===== config.mk =====
export PLATFORM = sky130hd
export DESIGN_NAME = multicycle_ctrl_flat
export DESIGN_NICKNAME = d
export VERILOG_FILES = /design/src/rtl/ctrl_pkg.sv /design/src/rtl/multicycle_ctrl_if.sv /design/src/rtl/alu_op_dec.sv /design/src/rtl/multicycle_ctrl.sv /design/src/flat_wrapper.sv
export SDC_FILE = /design/constraint.sdc
export NUM_CORES = 1
export LEC_CHECK = 0
export CORE_MARGIN = 2
export CORE_UTILIZATION = 39
export DETAILED_ROUTE_END_ITERATION = 10
export GPL_TIMING_DRIVEN = 1
export PLACE_DENSITY_LB_ADDON = 0.1
export SYNTH_ARGS = -nofsm -noshare
export SYNTH_HDL_FRONTEND = slang
export SYNTH_SLANG_ARGS = --single-unit
export TNS_END_PERCENT = 10

===== constraint.sdc =====
create_clock -name clk -period 2.7 [get_ports clk]
set_input_delay 0.54 -clock clk [delete_from_list [all_inputs] [get_ports clk]]
set_output_delay 0.54 -clock clk [all_outputs]
set_load 0.05 [all_outputs]

===== src/rtl/ctrl_pkg.sv =====
// -----------------------------------------------------------------------------
// ctrl_pkg
// Shared definitions for the RV32I multi-cycle control unit:
//   - FSM state encoding and decoded instruction classes
//   - RV32I opcode / funct7 constants
//   - ALU operation codes
//   - datapath mux encodings (ALU operand A/B, write-back source)
//   - classify(): full legality decode of opcode/funct3/funct7 into a class
// Optional feature macro: RV32M_EN (makes the M-extension encoding legal).
// -----------------------------------------------------------------------------
package ctrl_pkg;

  typedef enum logic [2:0] {
    ST_RESET, ST_FETCH, ST_DECODE, ST_EXEC, ST_MEM, ST_WB, ST_MDWAIT, ST_TRAP
  } state_e;

  typedef enum logic [3:0] {
    CL_R, CL_I, CL_LOAD, CL_STORE, CL_LUI, CL_AUIPC,
    CL_BRANCH, CL_JAL, CL_JALR, CL_MULDIV, CL_ILLEGAL
  } opclass_e;

  localparam logic [6:0] OPC_R      = 7'b0110011;
  localparam logic [6:0] OPC_I      = 7'b0010011;
  localparam logic [6:0] OPC_LOAD   = 7'b0000011;
  localparam logic [6:0] OPC_STORE  = 7'b0100011;
  localparam logic [6:0] OPC_LUI    = 7'b0110111;
  localparam logic [6:0] OPC_AUIPC  = 7'b0010111;
  localparam logic [6:0] OPC_BRANCH = 7'b1100011;
  localparam logic [6:0] OPC_JAL    = 7'b1101111;
  localparam logic [6:0] OPC_JALR   = 7'b1100111;

  localparam logic [6:0] F7_BASE    = 7'b0000000;
  localparam logic [6:0] F7_ALT     = 7'b0100000;
  localparam logic [6:0] F7_MULDIV  = 7'b0000001;

  localparam logic [3:0] ALU_AND  = 4'b0000;
  localparam logic [3:0] ALU_OR   = 4'b0001;
  localparam logic [3:0] ALU_ADD  = 4'b0010;
  localparam logic [3:0] ALU_XOR  = 4'b0011;
  localparam logic [3:0] ALU_SLL  = 4'b0100;
  localparam logic [3:0] ALU_SRL  = 4'b0101;
  localparam logic [3:0] ALU_SUB  = 4'b0110;
  localparam logic [3:0] ALU_SLT  = 4'b0111;
  localparam logic [3:0] ALU_SLTU = 4'b1000;
  localparam logic [3:0] ALU_SRA  = 4'b1001;

  localparam logic [1:0] SRC_A_PC    = 2'd0;
  localparam logic [1:0] SRC_A_RS1   = 2'd1;
  localparam logic [1:0] SRC_A_OLDPC = 2'd2;
  localparam logic [1:0] SRC_A_ZERO  = 2'd3;

  localparam logic [1:0] SRC_B_RS2   = 2'd0;
  localparam logic [1:0] SRC_B_FOUR  = 2'd1;
  localparam logic [1:0] SRC_B_IMM   = 2'd2;

  localparam logic [1:0] WB_ALUOUT   = 2'd0;
  localparam logic [1:0] WB_MDR      = 2'd1;
  localparam logic [1:0] WB_PC       = 2'd2;
  localparam logic [1:0] WB_MD       = 2'd3;

  // addi x0,x0,0 -- the instruction register comes out of reset holding a NOP.
  localparam logic [31:0] NOP_INSTR  = 32'h0000_0013;

  // Anything not a defined RV32I (or, when enabled, RV32M) encoding is
  // CL_ILLEGAL so that DECODE can divert it to TRAP.
  function automatic opclass_e classify(input logic [6:0] opcode,
                                        input logic [2:0] funct3,
                                        input logic [6:0] funct7);
    opclass_e cls;
    cls = CL_ILLEGAL;
    case (opcode)
      OPC_R: begin
        if (funct7 == F7_BASE) cls = CL_R;
        else if (funct7 == F7_ALT && (funct3 == 3'b000 || funct3 == 3'b101)) cls = CL_R;
`ifdef RV32M_EN
        else if (funct7 == F7_MULDIV) cls = CL_MULDIV;
`endif
      end
      OPC_I: begin
        if (funct3 == 3'b001) cls = (funct7 == F7_BASE) ? CL_I : CL_ILLEGAL;
        else if (funct3 == 3'b101)
          cls = (funct7 == F7_BASE || funct7 == F7_ALT) ? CL_I : CL_ILLEGAL;
        else cls = CL_I;
      end
      OPC_LOAD:   cls = (funct3 == 3'b011 || funct3[2:1] == 2'b11) ? CL_ILLEGAL : CL_LOAD;
      OPC_STORE:  cls = (funct3[2] || funct3[1:0] == 2'b11) ? CL_ILLEGAL : CL_STORE;
      OPC_LUI:    cls = CL_LUI;
      OPC_AUIPC:  cls = CL_AUIPC;
      OPC_BRANCH: cls = (funct3[2:1] == 2'b01) ? CL_ILLEGAL : CL_BRANCH;
      OPC_JAL:    cls = CL_JAL;
      OPC_JALR:   cls = (funct3 == 3'b000) ? CL_JALR : CL_ILLEGAL;
      default:    cls = CL_ILLEGAL;
    endcase
    return cls;
  endfunction

endpackage


===== src/rtl/multicycle_ctrl_if.sv =====
// -----------------------------------------------------------------------------
// multicycle_ctrl_if
// Instruction/data memory port between the control unit and memory.
//   mem_rdata : read data (captured as the instruction in FETCH)
//   mem_ready : access completes this cycle
//   mem_req   : access request
//   mem_we    : store request, meaningful only with mem_req
//   addr_sel  : address source, 0 = PC, 1 = ALUOut
// Modports: master (control unit), slave (memory).
// -----------------------------------------------------------------------------
interface multicycle_ctrl_if #(
  parameter int XLEN = 32
) ();
  logic [XLEN-1:0] mem_rdata;
  logic            mem_ready;
  logic            mem_req;
  logic            mem_we;
  logic            addr_sel;

  modport master (
    input  mem_rdata, mem_ready,
    output mem_req, mem_we, addr_sel
  );

  modport slave (
    output mem_rdata, mem_ready,
    input  mem_req, mem_we, addr_sel
  );
endinterface


===== src/rtl/alu_op_dec.sv =====
// -----------------------------------------------------------------------------
// alu_op_dec
// Combinational ALU-operation decoder used in EXEC.
//   cls_i      : decoded instruction class
//   funct3_i   : ir[14:12]
//   ir30_i     : ir[30], selects SUB / SRA(I)
//   funct7_i   : ir[31:25]
//   alu_ctrl_o : ALU operation code
// -----------------------------------------------------------------------------
module alu_op_dec
  import ctrl_pkg::*;
(
  input  opclass_e   cls_i,
  input  logic [2:0] funct3_i,
  input  logic       ir30_i,
  input  logic [6:0] funct7_i,
  output logic [3:0] alu_ctrl_o
);

  logic alt_op;
  logic [3:0] arith_code;

  // ir[30] picks the alternate operation; the other funct7 bits are clear for
  // every legal alternate encoding.
  assign alt_op = ir30_i && (funct7_i == F7_ALT);

  always_comb begin
    arith_code = ALU_ADD;
    case (funct3_i)
      3'b000: arith_code = (cls_i == CL_R && alt_op) ? ALU_SUB : ALU_ADD;
      3'b001: arith_code = ALU_SLL;
      3'b010: arith_code = ALU_SLT;
      3'b011: arith_code = ALU_SLTU;
      3'b100: arith_code = ALU_XOR;
      3'b101: arith_code = alt_op ? ALU_SRA : ALU_SRL;
      3'b110: arith_code = ALU_OR;
      3'b111: arith_code = ALU_AND;
      default: arith_code = ALU_ADD;
    endcase
  end

  always_comb begin
    alu_ctrl_o = ALU_ADD;
    case (cls_i)
      CL_R, CL_I: alu_ctrl_o = arith_code;
      // beq/bne test equality, blt/bge signed, bltu/bgeu unsigned compare.
      CL_BRANCH: begin
        case (funct3_i[2:1])
          2'b00:   alu_ctrl_o = ALU_SUB;
          2'b10:   alu_ctrl_o = ALU_SLT;
          2'b11:   alu_ctrl_o = ALU_SLTU;
          default: alu_ctrl_o = ALU_ADD;
        endcase
      end
      default: alu_ctrl_o = ALU_ADD;
    endcase
  end

endmodule


===== src/rtl/multicycle_ctrl.sv =====
// -----------------------------------------------------------------------------
// multicycle_ctrl
// Multi-cycle RV32I control FSM: FETCH -> DECODE -> EXEC -> [MEM] -> [WB].
//   clk, rst     : clock, asynchronous active-high reset
//   mem          : memory port (multicycle_ctrl_if.master)
//   alu_zero     : ALU result is zero (branch resolution)
//   md_done      : mul/div result valid
//   ir_write, pc_write, pc_src, alu_src_a, alu_src_b, alu_ctrl,
//   reg_write, wb_sel, md_start : datapath controls, decoded from state/ir
//   illegal      : sticky illegal-instruction flag
//   ir           : latched instruction
// Optional feature macro: RV32M_EN (mul/div sequencing through MDWAIT).
// -----------------------------------------------------------------------------
module multicycle_ctrl
  import ctrl_pkg::*;
#(
  parameter int XLEN       = 32,
  parameter int ALU_CTRL_W = 4
) (
  input  logic                  clk,
  input  logic                  rst,
  multicycle_ctrl_if.master     mem,
  input  logic                  alu_zero,
  input  logic                  md_done,
  output logic                  ir_write,
  output logic                  pc_write,
  output logic                  pc_src,
  output logic [1:0]            alu_src_a,
  output logic [1:0]            alu_src_b,
  output logic [ALU_CTRL_W-1:0] alu_ctrl,
  output logic                  reg_write,
  output logic [1:0]            wb_sel,
  output logic                  md_start,
  output logic                  illegal,
  output logic [XLEN-1:0]       ir
);

  state_e          state_q, state_d;
  logic [XLEN-1:0] ir_q;
  logic            illegal_q;
  opclass_e        cls;
  logic [3:0]      dec_code;
  logic [3:0]      alu_code;

  assign cls = classify(ir_q[6:0], ir_q[14:12], ir_q[31:25]);

  alu_op_dec u_alu_op_dec (
    .cls_i      (cls),
    .funct3_i   (ir_q[14:12]),
    .ir30_i     (ir_q[30]),
    .funct7_i   (ir_q[31:25]),
    .alu_ctrl_o (dec_code)
  );

  // NOTE: state is updated with non-blocking assignments so every register
  // samples the values from before the edge, independent of block order.
  always_ff @(posedge clk or posedge rst) begin
    if (rst) begin
      state_q   <= ST_RESET;
      ir_q      <= XLEN'(NOP_INSTR);
      illegal_q <= 1'b0;
    end else begin
      state_q <= state_d;
      if (ir_write) ir_q <= mem.mem_rdata;
      if (state_d == ST_TRAP) illegal_q <= 1'b1;
    end
  end

  // NOTE: every output gets a default before the case so no path leaves a
  // signal unassigned, which would otherwise infer a latch.
  always_comb begin
    state_d      = state_q;
    mem.mem_req  = 1'b0;
    mem.mem_we   = 1'b0;
    mem.addr_sel = 1'b0;
    ir_write     = 1'b0;
    pc_write     = 1'b0;
    pc_src       = 1'b0;
    alu_src_a    = SRC_A_PC;
    alu_src_b    = SRC_B_RS2;
    alu_code     = ALU_AND;
    reg_write    = 1'b0;
    wb_sel       = WB_ALUOUT;
    md_start     = 1'b0;

    case (state_q)
      ST_RESET: state_d = ST_FETCH;

      ST_FETCH: begin
        mem.mem_req = 1'b1;
        alu_src_a   = SRC_A_PC;
        alu_src_b   = SRC_B_FOUR;
        alu_code    = ALU_ADD;
        if (mem.mem_ready) begin
          ir_write = 1'b1;
          pc_write = 1'b1;
          state_d  = ST_DECODE;
        end
      end

      // Speculatively form old PC + imm so branches/JAL find their target in ALUOut.
      ST_DECODE: begin
        alu_src_a = SRC_A_OLDPC;
        alu_src_b = SRC_B_IMM;
        alu_code  = ALU_ADD;
        state_d   = (cls == CL_ILLEGAL) ? ST_TRAP : ST_EXEC;
      end

      ST_EXEC: begin
        alu_code = dec_code;
        case (cls)
          CL_R:     begin alu_src_a = SRC_A_RS1;   alu_src_b = SRC_B_RS2; state_d = ST_WB;  end
          CL_I:     begin alu_src_a = SRC_A_RS1;   alu_src_b = SRC_B_IMM; state_d = ST_WB;  end
          CL_LOAD,
          CL_STORE: begin alu_src_a = SRC_A_RS1;   alu_src_b = SRC_B_IMM; state_d = ST_MEM; end
          CL_LUI:   begin alu_src_a = SRC_A_ZERO;  alu_src_b = SRC_B_IMM; state_d = ST_WB;  end
          CL_AUIPC: begin alu_src_a = SRC_A_OLDPC; alu_src_b = SRC_B_IMM; state_d = ST_WB;  end
          CL_BRANCH: begin
            alu_src_a = SRC_A_RS1;
            alu_src_b = SRC_B_RS2;
            pc_src    = 1'b1;
            // beq/bge/bgeu take on zero, bne/blt/bltu on non-zero.
            pc_write  = alu_zero ^ ir_q[12] ^ ir_q[14];
            state_d   = ST_FETCH;
          end
          CL_JAL: begin
            pc_write  = 1'b1;
            pc_src    = 1'b1;
            reg_write = 1'b1;
            wb_sel    = WB_PC;
            state_d   = ST_FETCH;
          end
          CL_JALR: begin
            alu_src_a = SRC_A_RS1;
            alu_src_b = SRC_B_IMM;
            pc_write  = 1'b1;
            reg_write = 1'b1;
            wb_sel    = WB_PC;
            state_d   = ST_FETCH;
          end
`ifdef RV32M_EN
          CL_MULDIV: begin
            alu_src_a = SRC_A_RS1;
            alu_src_b = SRC_B_RS2;
            md_start  = 1'b1;
            state_d   = ST_MDWAIT;
          end
`endif
          default: state_d = ST_TRAP;
        endcase
      end

      ST_MEM: begin
        mem.mem_req  = 1'b1;
        mem.addr_sel = 1'b1;
        mem.mem_we   = (cls == CL_STORE);
        if (mem.mem_ready) state_d = (cls == CL_LOAD) ? ST_WB : ST_FETCH;
      end

      ST_WB: begin
        reg_write = 1'b1;
        if (cls == CL_LOAD)        wb_sel = WB_MDR;
        else if (cls == CL_MULDIV) wb_sel = WB_MD;
        else                       wb_sel = WB_ALUOUT;
        state_d = ST_FETCH;
      end

`ifdef RV32M_EN
      ST_MDWAIT: if (md_done) state_d = ST_WB;
`else
      ST_MDWAIT: state_d = ST_TRAP;
`endif

      ST_TRAP: state_d = ST_TRAP;

      default: state_d = ST_RESET;
    endcase

    alu_ctrl = ALU_CTRL_W'(alu_code);
  end

`ifndef RV32M_EN
  logic unused_md_done;
  assign unused_md_done = md_done;
`endif

  assign illegal = illegal_q;
  assign ir      = ir_q;

endmodule


===== src/flat_wrapper.sv =====
// flat-port wrapper written by rule: the top's interface ports become plain ports
module multicycle_ctrl_flat import ctrl_pkg::*;
#(
  parameter int XLEN       = 32,
  parameter int ALU_CTRL_W = 4
)
  (clk, rst, alu_zero, md_done, ir_write, pc_write, pc_src, alu_src_a, alu_src_b, alu_ctrl, reg_write, wb_sel, md_start, illegal, ir, mem_mem_rdata, mem_mem_ready, mem_mem_req, mem_mem_we, mem_addr_sel);
  multicycle_ctrl_if #(.XLEN(XLEN)) mem_i ();
  input  logic clk;
  input  logic rst;
  input  logic alu_zero;
  input  logic md_done;
  output logic ir_write;
  output logic pc_write;
  output logic pc_src;
  output logic [1:0] alu_src_a;
  output logic [1:0] alu_src_b;
  output logic [ALU_CTRL_W-1:0] alu_ctrl;
  output logic reg_write;
  output logic [1:0] wb_sel;
  output logic md_start;
  output logic illegal;
  output logic [XLEN-1:0] ir;
  input wire logic [$bits(mem_i.mem_rdata)-1:0] mem_mem_rdata;
  input wire logic [$bits(mem_i.mem_ready)-1:0] mem_mem_ready;
  output wire logic [$bits(mem_i.mem_req)-1:0] mem_mem_req;
  output wire logic [$bits(mem_i.mem_we)-1:0] mem_mem_we;
  output wire logic [$bits(mem_i.addr_sel)-1:0] mem_addr_sel;
  assign mem_i.mem_rdata = mem_mem_rdata;
  assign mem_i.mem_ready = mem_mem_ready;
  assign mem_mem_req = mem_i.mem_req;
  assign mem_mem_we = mem_i.mem_we;
  assign mem_addr_sel = mem_i.addr_sel;
  multicycle_ctrl #(.XLEN(XLEN), .ALU_CTRL_W(ALU_CTRL_W)) u_core (.clk(clk), .rst(rst), .mem(mem_i), .alu_zero(alu_zero), .md_done(md_done), .ir_write(ir_write), .pc_write(pc_write), .pc_src(pc_src), .alu_src_a(alu_src_a), .alu_src_b(alu_src_b), .alu_ctrl(alu_ctrl), .reg_write(reg_write), .wb_sel(wb_sel), .md_start(md_start), .illegal(illegal), .ir(ir));
endmodule

==> flow_summary.json, run 1 <==
{
  "synth.most_common_cell": "dfrtp_1",
  "worstSetupStartpoint": "u_core.ir[1]$_DFFE_PP1P_",
  "max_freq_ghz": 0.320,
  "ios": 88,
  "skew_ns": 0.00821,
  "critPathRequiredTime_ns": 2.16,
  "netlist_instances": 214,
  "ctsHoldBuffers": 0,
  "finalCriticalPeriod_ns": 3.12,
  "wl_per_cell_um": 15.6,
  "synth_seq_cells": 36,
  "synth_commonest_cells": "dfrtp_1, mux2_2, nor2_1",
  "cts-root-buf": "clkbuf_8",
  "tightest_slew_ns": 0.522,
  "route.detailed.drc": 0,
  "yosysTopAreaCell": "dfrtp_1",
  "hold_viol": 0,
  "ys_seq_area_share_pct": 42.0,
  "start_util_pct": 39.9,
  "rr_endpoint": "u_core.illegal$_DFFE_PP0N_",
  "n_fill_cell": 437,
  "cellPowerDensity_mw_per_mm2": 263,
  "p_leak_nw": 1.65,
  "wl_um": 6390,
  "p_total_mw": 0.980,
  "critPathMaxFanout": 5,
  "holdCritPathClass": "register to register",
  "syn_area_per_cell_um2": 10.1,
  "timing.final.crit_share_pct": 116,
  "syn_area_mm2": 0.00216,
  "synth_top_family_by_area": "simple AND/OR/NAND/NOR gates",
  "grt_pass1_vias": 2219,
  "place_area_mm2": 0.00355,
  "post_synth_num_cell_types": 61,
  "dp_slack_ns": -0.163,
  "dr.pass1.iters": 4,
  "async_reset_ff_share_pct": 100,
  "rows": 27,
  "vias": 2136,
  "grt_max_degree": 37,
  "critPathArrivalTime_ns": 2.58,
  "ys_top_cells_by_area": "dfrtp_1, mux2_2, nor2_1, dfstp_2, o21ai_0",
  "cts_sinks": 36,
  "finalMaxSlewViolations": 0,
  "synth_ff_type": "dfrtp_1",
  "cp-endpoint": "alu_ctrl[3]",
  "max_cap_viol_count": 0,
  "fin_area_mm2": 0.00372,
  "drive_gt1_share_pct": 42.8,
  "die_x_um": 78.4,
  "grt_setup_unrepaired": "yes",
  "area_growth_pct": 72.5,
  "clk_latency_ns": 0.29,
  "worst_ir_drop_vdd_v": 0.000321,
  "cts_htree_levels": 2,
  "max_slew_margin_pct": 65.1,
  "crit_path_end_kind": "primary output",
  "ff2ff_setup_slack_ns": 0.36,
  "core_area_mm2": 0.00541,
  "synth_top_cell_area_share_pct": 38.3,
  "dp_hpwl_um": 4800,
  "layout_setup_ws_ns": -0.424,
  "die_h_um": 78.4,
  "synth_compound_area_share_pct": 15.6,
  "critPathKind": "register to primary output",
  "path_clk_slew_ns": 0.07,
  "finalSetupViolCount": 11,
  "violations": "setup timing",
  "synth_fa_ha_area_share_pct": 0,
  "drt-initial-drc-count": 118,
  "muxShareOfSynthArea_pct": 15.6,
  "grt-ovfl-total": 0,
  "fin_cells": 411,
  "grt_use_total_pct": 21.6,
  "nets": 375,
  "port-buffer-count": 85,
  "cts_made_buffers": 5,
  "status": "finished with violations",
  "dp_cells": 403,
  "antenna_found_initial": 0,
  "cts_tree": "done",
  "rr_worst_depth": 8,
  "yosys_warnings": 0,
  "clockBufferDepth": 2,
  "synth_fp_nets": 251,
  "final_antenna_net_count": 0,
  "cts_setup_buffers": 0,
  "synth-xor-area-share_pct": 0.813,
  "crit_path_start_kind": "register",
  "synth_edf_count": 0,
  "reg2reg_from": "u_core.ir[1]$_DFFE_PP1P_",
  "grt_pass1_wl_um": 10500,
  "place_congestion": 0.886,
  "yosys.area_share.simple_pct": 20.5,
  "viasPerCell": 5.20,
  "die-area_mm2": 0.00614,
  "diodes": 0
}
==> power by group <==
part           internal [mW]  total [mW]  switching [mW]
clock                  0.180       0.375           0.195
combinational         0.0455      0.0663          0.0208
sequential             0.539       0.539               0
==> how the worst min path moves through the flow <==
stage,end,startpoint,depth (start not counted)
finish,u_core.ir[24]$_DFFE_PP0P_,u_core.ir[24]$_DFFE_PP0P_,1
global route,u_core.ir[7]$_DFFE_PP0P_,u_core.ir[7]$_DFFE_PP0P_,1
CTS,u_core.ir[11]$_DFFE_PP0P_,u_core.ir[11]$_DFFE_PP0P_,1
detailed placement,u_core.ir[20]$_DFFE_PP0P_,u_core.ir[20]$_DFFE_PP0P_,1
global placement,u_core.ir[23]$_DFFE_PP0P_,u_core.ir[23]$_DFFE_PP0P_,1
floorplan,u_core.ir[30]$_DFFE_PP0P_,u_core.ir[30]$_DFFE_PP0P_,1
==> timing repair <==
action	CTS	global route
gates resized for setup	8	13
setup endpoints to repair	12	13
pin swaps	3	3
==> per-layer routing <==
layer	up-vias	wire length [um]	GRT usage, %
met5	-	0	0
met4	0	53	5.96
met3	5	374	6.09
met2	68	3260	35.9
met1	1046	2700	27.5
li1	1017	-	-
==> registers in the layout, indices dropped and copies added (netlist names) <==
name / count
u_core.illegal: 1
u_core.ir: 32
u_core.state_q: 3
==> stage by stage <==
step | hold WS (ns) | TNS, ns | utilization [%]
after floorplan | 0.587 | -2.05 | -
after detailed placement | 0.499 | -0.718 | 65.6
after global routing | 0.532 | -4.13 | 68.8
after CTS | 0.515 | -3.47 | 67.7
after global placement | 0.489 | -0.652 | 65.6
final | 0.508 | -3.16 | 68.8
==> cell families after synthesis <==
kind of cell,count (synthesis)
and+or+nand+nor,77
xor gates and xnor gates,2
DFF,36
buffers and inverters,21
muxes,30
other,1
AOI/OAI and AO/OA,47
==> cell usage in the layout, fill, tap and decap left out, types with 6 or more instances in the layout <==
cell / instances
o21ai_0: 9
dfrtp_1: 27
clkdlybuf4s50_1: 70
nor2_1: 18
buf_12: 11
dfrtp_2: 6
nand2_1: 9
mux2_2: 29
nand2b_1: 9
buf_4: 49
inv_1: 7
==> layout make-up <==
| type | count | area (um^2) | share of cell area, % |
|---|---|---|---|
| Clock buffer | 6 | 72.6 | 1.95 |
| Clock inverter | 2 | 12.5 | 0.336 |
| Inverter | 7 | 26.3 | 0.706 |
| Multi-Input combinational cell | 157 | 1300 | 34.9 |
| Sequential cell | 36 | 920 | 24.7 |
| Tap cell | 72 | 90.1 | 2.42 |
| Timing Repair Buffer | 131 | 1300 | 35.0 |
==> critical path, cell delays in order, from the launching register on <==
cell and delay, ns:
dfstp_4 0.65, nand2_4 0.06, nor2_1 0.07, or4b_4 0.47, o21ba_4 0.26, nand3b_4 0.10
or3_4 0.39, a21oi_4 0.15, buf_12 0.15
Power figures use the tool's default switching activity.
==> inputs of run 2 (changes only) <==
- CAP_MARGIN: not set -> 20
==> results of run 2 <==
No change in the layout: final DEF, timing and power equal those of run 1.
==> inputs of run 3 (changes only) <==
- PLACE_DENSITY: not set -> 0.74
- PLACE_DENSITY_LB_ADDON: 0.1 -> not set
==> run 3 against run 2 <==
  * The flow still finishes with violations (setup timing)
  * Via count fell by 2.7%
  * Sequential power barely moved
  * Critical path depth rose by 1
  * Wire length fell by 7.7%
  * Worst hold slack barely moved
  * Setup slack improved by 0.040 ns
  * Die area did not move
  * Global-route usage fell by 2.1 points
  * Sequential share of layout area fell by 0.066 points
  * Clock skew barely moved
  * Sequential cell count did not move
  * Largest power group unchanged
==> flow_summary.json, run 3 (synthesis results as in run 1) <==
{
  "status": "finished with violations",
  "violations": "setup timing",
  "largest_register_ffs": 32,
  "grt-ovfl-total": 0,
  "dp_slack_ns": -0.119,
  "drt-initial-drc-count": 97,
  "cp-endpoint": "alu_ctrl[1]",
  "start_util_pct": 39.9,
  "die-area_mm2": 0.00614,
  "seq_area_um2": 920,
  "skew_ns": 0.00819,
  "grt_setup_unrepaired": "yes",
  "whs_ns": 0.508,
  "fin_cells": 411,
  "crit_path_end_kind": "primary output",
  "finalSetupViolCount": 11,
  "wl_per_cell_um": 14.4,
  "port-buffer-count": 85,
  "nets": 375,
  "multiInputGateArea_mm2": 0.00130,
  "ctsHoldBuffers": 0,
  "place_congestion": 0.910,
  "rows": 27,
  "p_total_mw": 0.983,
  "cts_htree_levels": 2,
  "top_usage_layer": "met2",
  "fin_area_mm2": 0.00373,
  "grt_max_degree": 37,
  "die_h_um": 78.4,
  "hold_viol": 0,
  "tightest_slew_ns": 0.514,
  "layout_setup_ws_ns": -0.384,
  "max_cap_viol_count": 0,
  "cellPowerDensity_mw_per_mm2": 264,
  "path_clk_slew_ns": 0.07,
  "p_leak_nw": 1.64,
  "mostFrequentLayoutCells": "clkdlybuf4s50_1, buf_4, mux2_2, dfrtp_1, nor2_1",
  "clockBufferDepth": 2,
  "finalCriticalPeriod_ns": 3.08,
  "crit_path_start_kind": "register",
  "cts-root-buf": "clkbuf_8",
  "final_common_cell": "clkdlybuf4s50_1",
  "critPathKind": "register to primary output",
  "dr.pass1.iters": 4,
  "cts_made_buffers": 5,
  "utilization_pct": 69.0,
  "route.detailed.drc": 0,
  "cts_tree": "done",
  "finalMaxSlewViolations": 0,
  "core_area_mm2": 0.00541,
  "vias": 2078,
  "reg2reg_from": "u_core.ir[1]$_DFFE_PP1P_",
  "rr_endpoint": "u_core.illegal$_DFFE_PP0N_",
  "viasPerCell": 5.06,
  "worst_ir_drop_vdd_v": 0.000289,
  "ios": 88,
  "met3_usage_pct": 3.79,
  "dp_hpwl_um": 4470,
  "fin_setup_tns_ns": -3.14,
  "area_growth_pct": 73.0,
  "max_slew_margin_pct": 65.6,
  "rr_worst_depth": 10,
  "grt_use_total_pct": 19.5,
  "ff2ff_setup_slack_ns": 0.22,
  "holdCritPathClass": "register to register",
  "max_freq_ghz": 0.324,
  "timing.final.crit_share_pct": 114,
  "die_x_um": 78.4,
  "diodes": 0,
  "grt_pass1_wl_um": 9510,
  "grtUsageMet1_pct": 25.1,
  "clk_latency_ns": 0.29,
  "wl_um": 5900,
  "use_met2_pct": 33.2,
  "critPathArrivalTime_ns": 2.54,
  "critPathRequiredTime_ns": 2.16,
  "dp_cells": 402,
  "drive_gt1_share_pct": 43.1,
  "antenna_found_initial": 0,
  "n_fill_cell": 435,
  "grt_pass1_vias": 2033,
  "critPathMaxFanout": 3,
  "cts_sinks": 36,
  "place_area_mm2": 0.00354,
  "final_antenna_net_count": 0,
  "worstSetupStartpoint": "u_core.ir[1]$_DFFE_PP1P_"
}
## run 3: changes by cell type in the layout (fill, tap and decap cells not counted), sizes merged
cell	delta
inv	-1
clkbuf	+1
## run 3: report_power, final
group          total, mW  switching, mW  internal, mW  leakage [nW]
Clock              0.378          0.194         0.184        0.0424
Combinational     0.0659         0.0204        0.0455          1.14
Sequential         0.539              0         0.539         0.452
Total              0.983          0.214         0.769          1.64
## run 3: how the worst min path moves through the flow
stage / start / end / cells past startpoint
global route: u_core.ir[22]$_DFFE_PP0P_ / u_core.ir[22]$_DFFE_PP0P_ / 1
global placement: u_core.ir[17]$_DFFE_PP0P_ / u_core.ir[17]$_DFFE_PP0P_ / 1
finish: u_core.ir[21]$_DFFE_PP0P_ / u_core.ir[21]$_DFFE_PP0P_ / 1
CTS: u_core.ir[23]$_DFFE_PP0P_ / u_core.ir[23]$_DFFE_PP0P_ / 1
detailed placement: u_core.ir[23]$_DFFE_PP0P_ / u_core.ir[23]$_DFFE_PP0P_ / 1
floorplan: u_core.ir[30]$_DFFE_PP0P_ / u_core.ir[30]$_DFFE_PP0P_ / 1
## run 3: area by class of cell
class                   count  area share, %
clock buffers               7           2.05
well taps                  72           2.42
flip-flops and latches     36           24.7
repair buffers            131           34.9
inverters                   7          0.805
multi-input cells         157           35.0
clock inverters             1          0.235
## run 3: worst max-delay path, cell delays in order, from the launching register on
cell	delay, ns
dfstp_4	0.64
nand2_4	0.06
or3_4	0.38
o32ai_4	0.31
nor2_2	0.12
nand3b_4	0.10
buf_4	0.13
nand2_2	0.07
a211oi_4	0.27
buf_12	0.17
## run 3: routing by layer
layer	vias to the layer above	part of all wire, %	wire length (um)
met5	-	0	0
met4	0	1.6	95
met3	8	3.8	222
met2	53	50	2930
met1	1001	45	2650
li1	1016	-	-
## run 3: timing repair
action                     CTS  global route
resized for setup            6            16
buffers inserted             0             1
pin swaps                    6             4
setup endpoints to repair   11            13
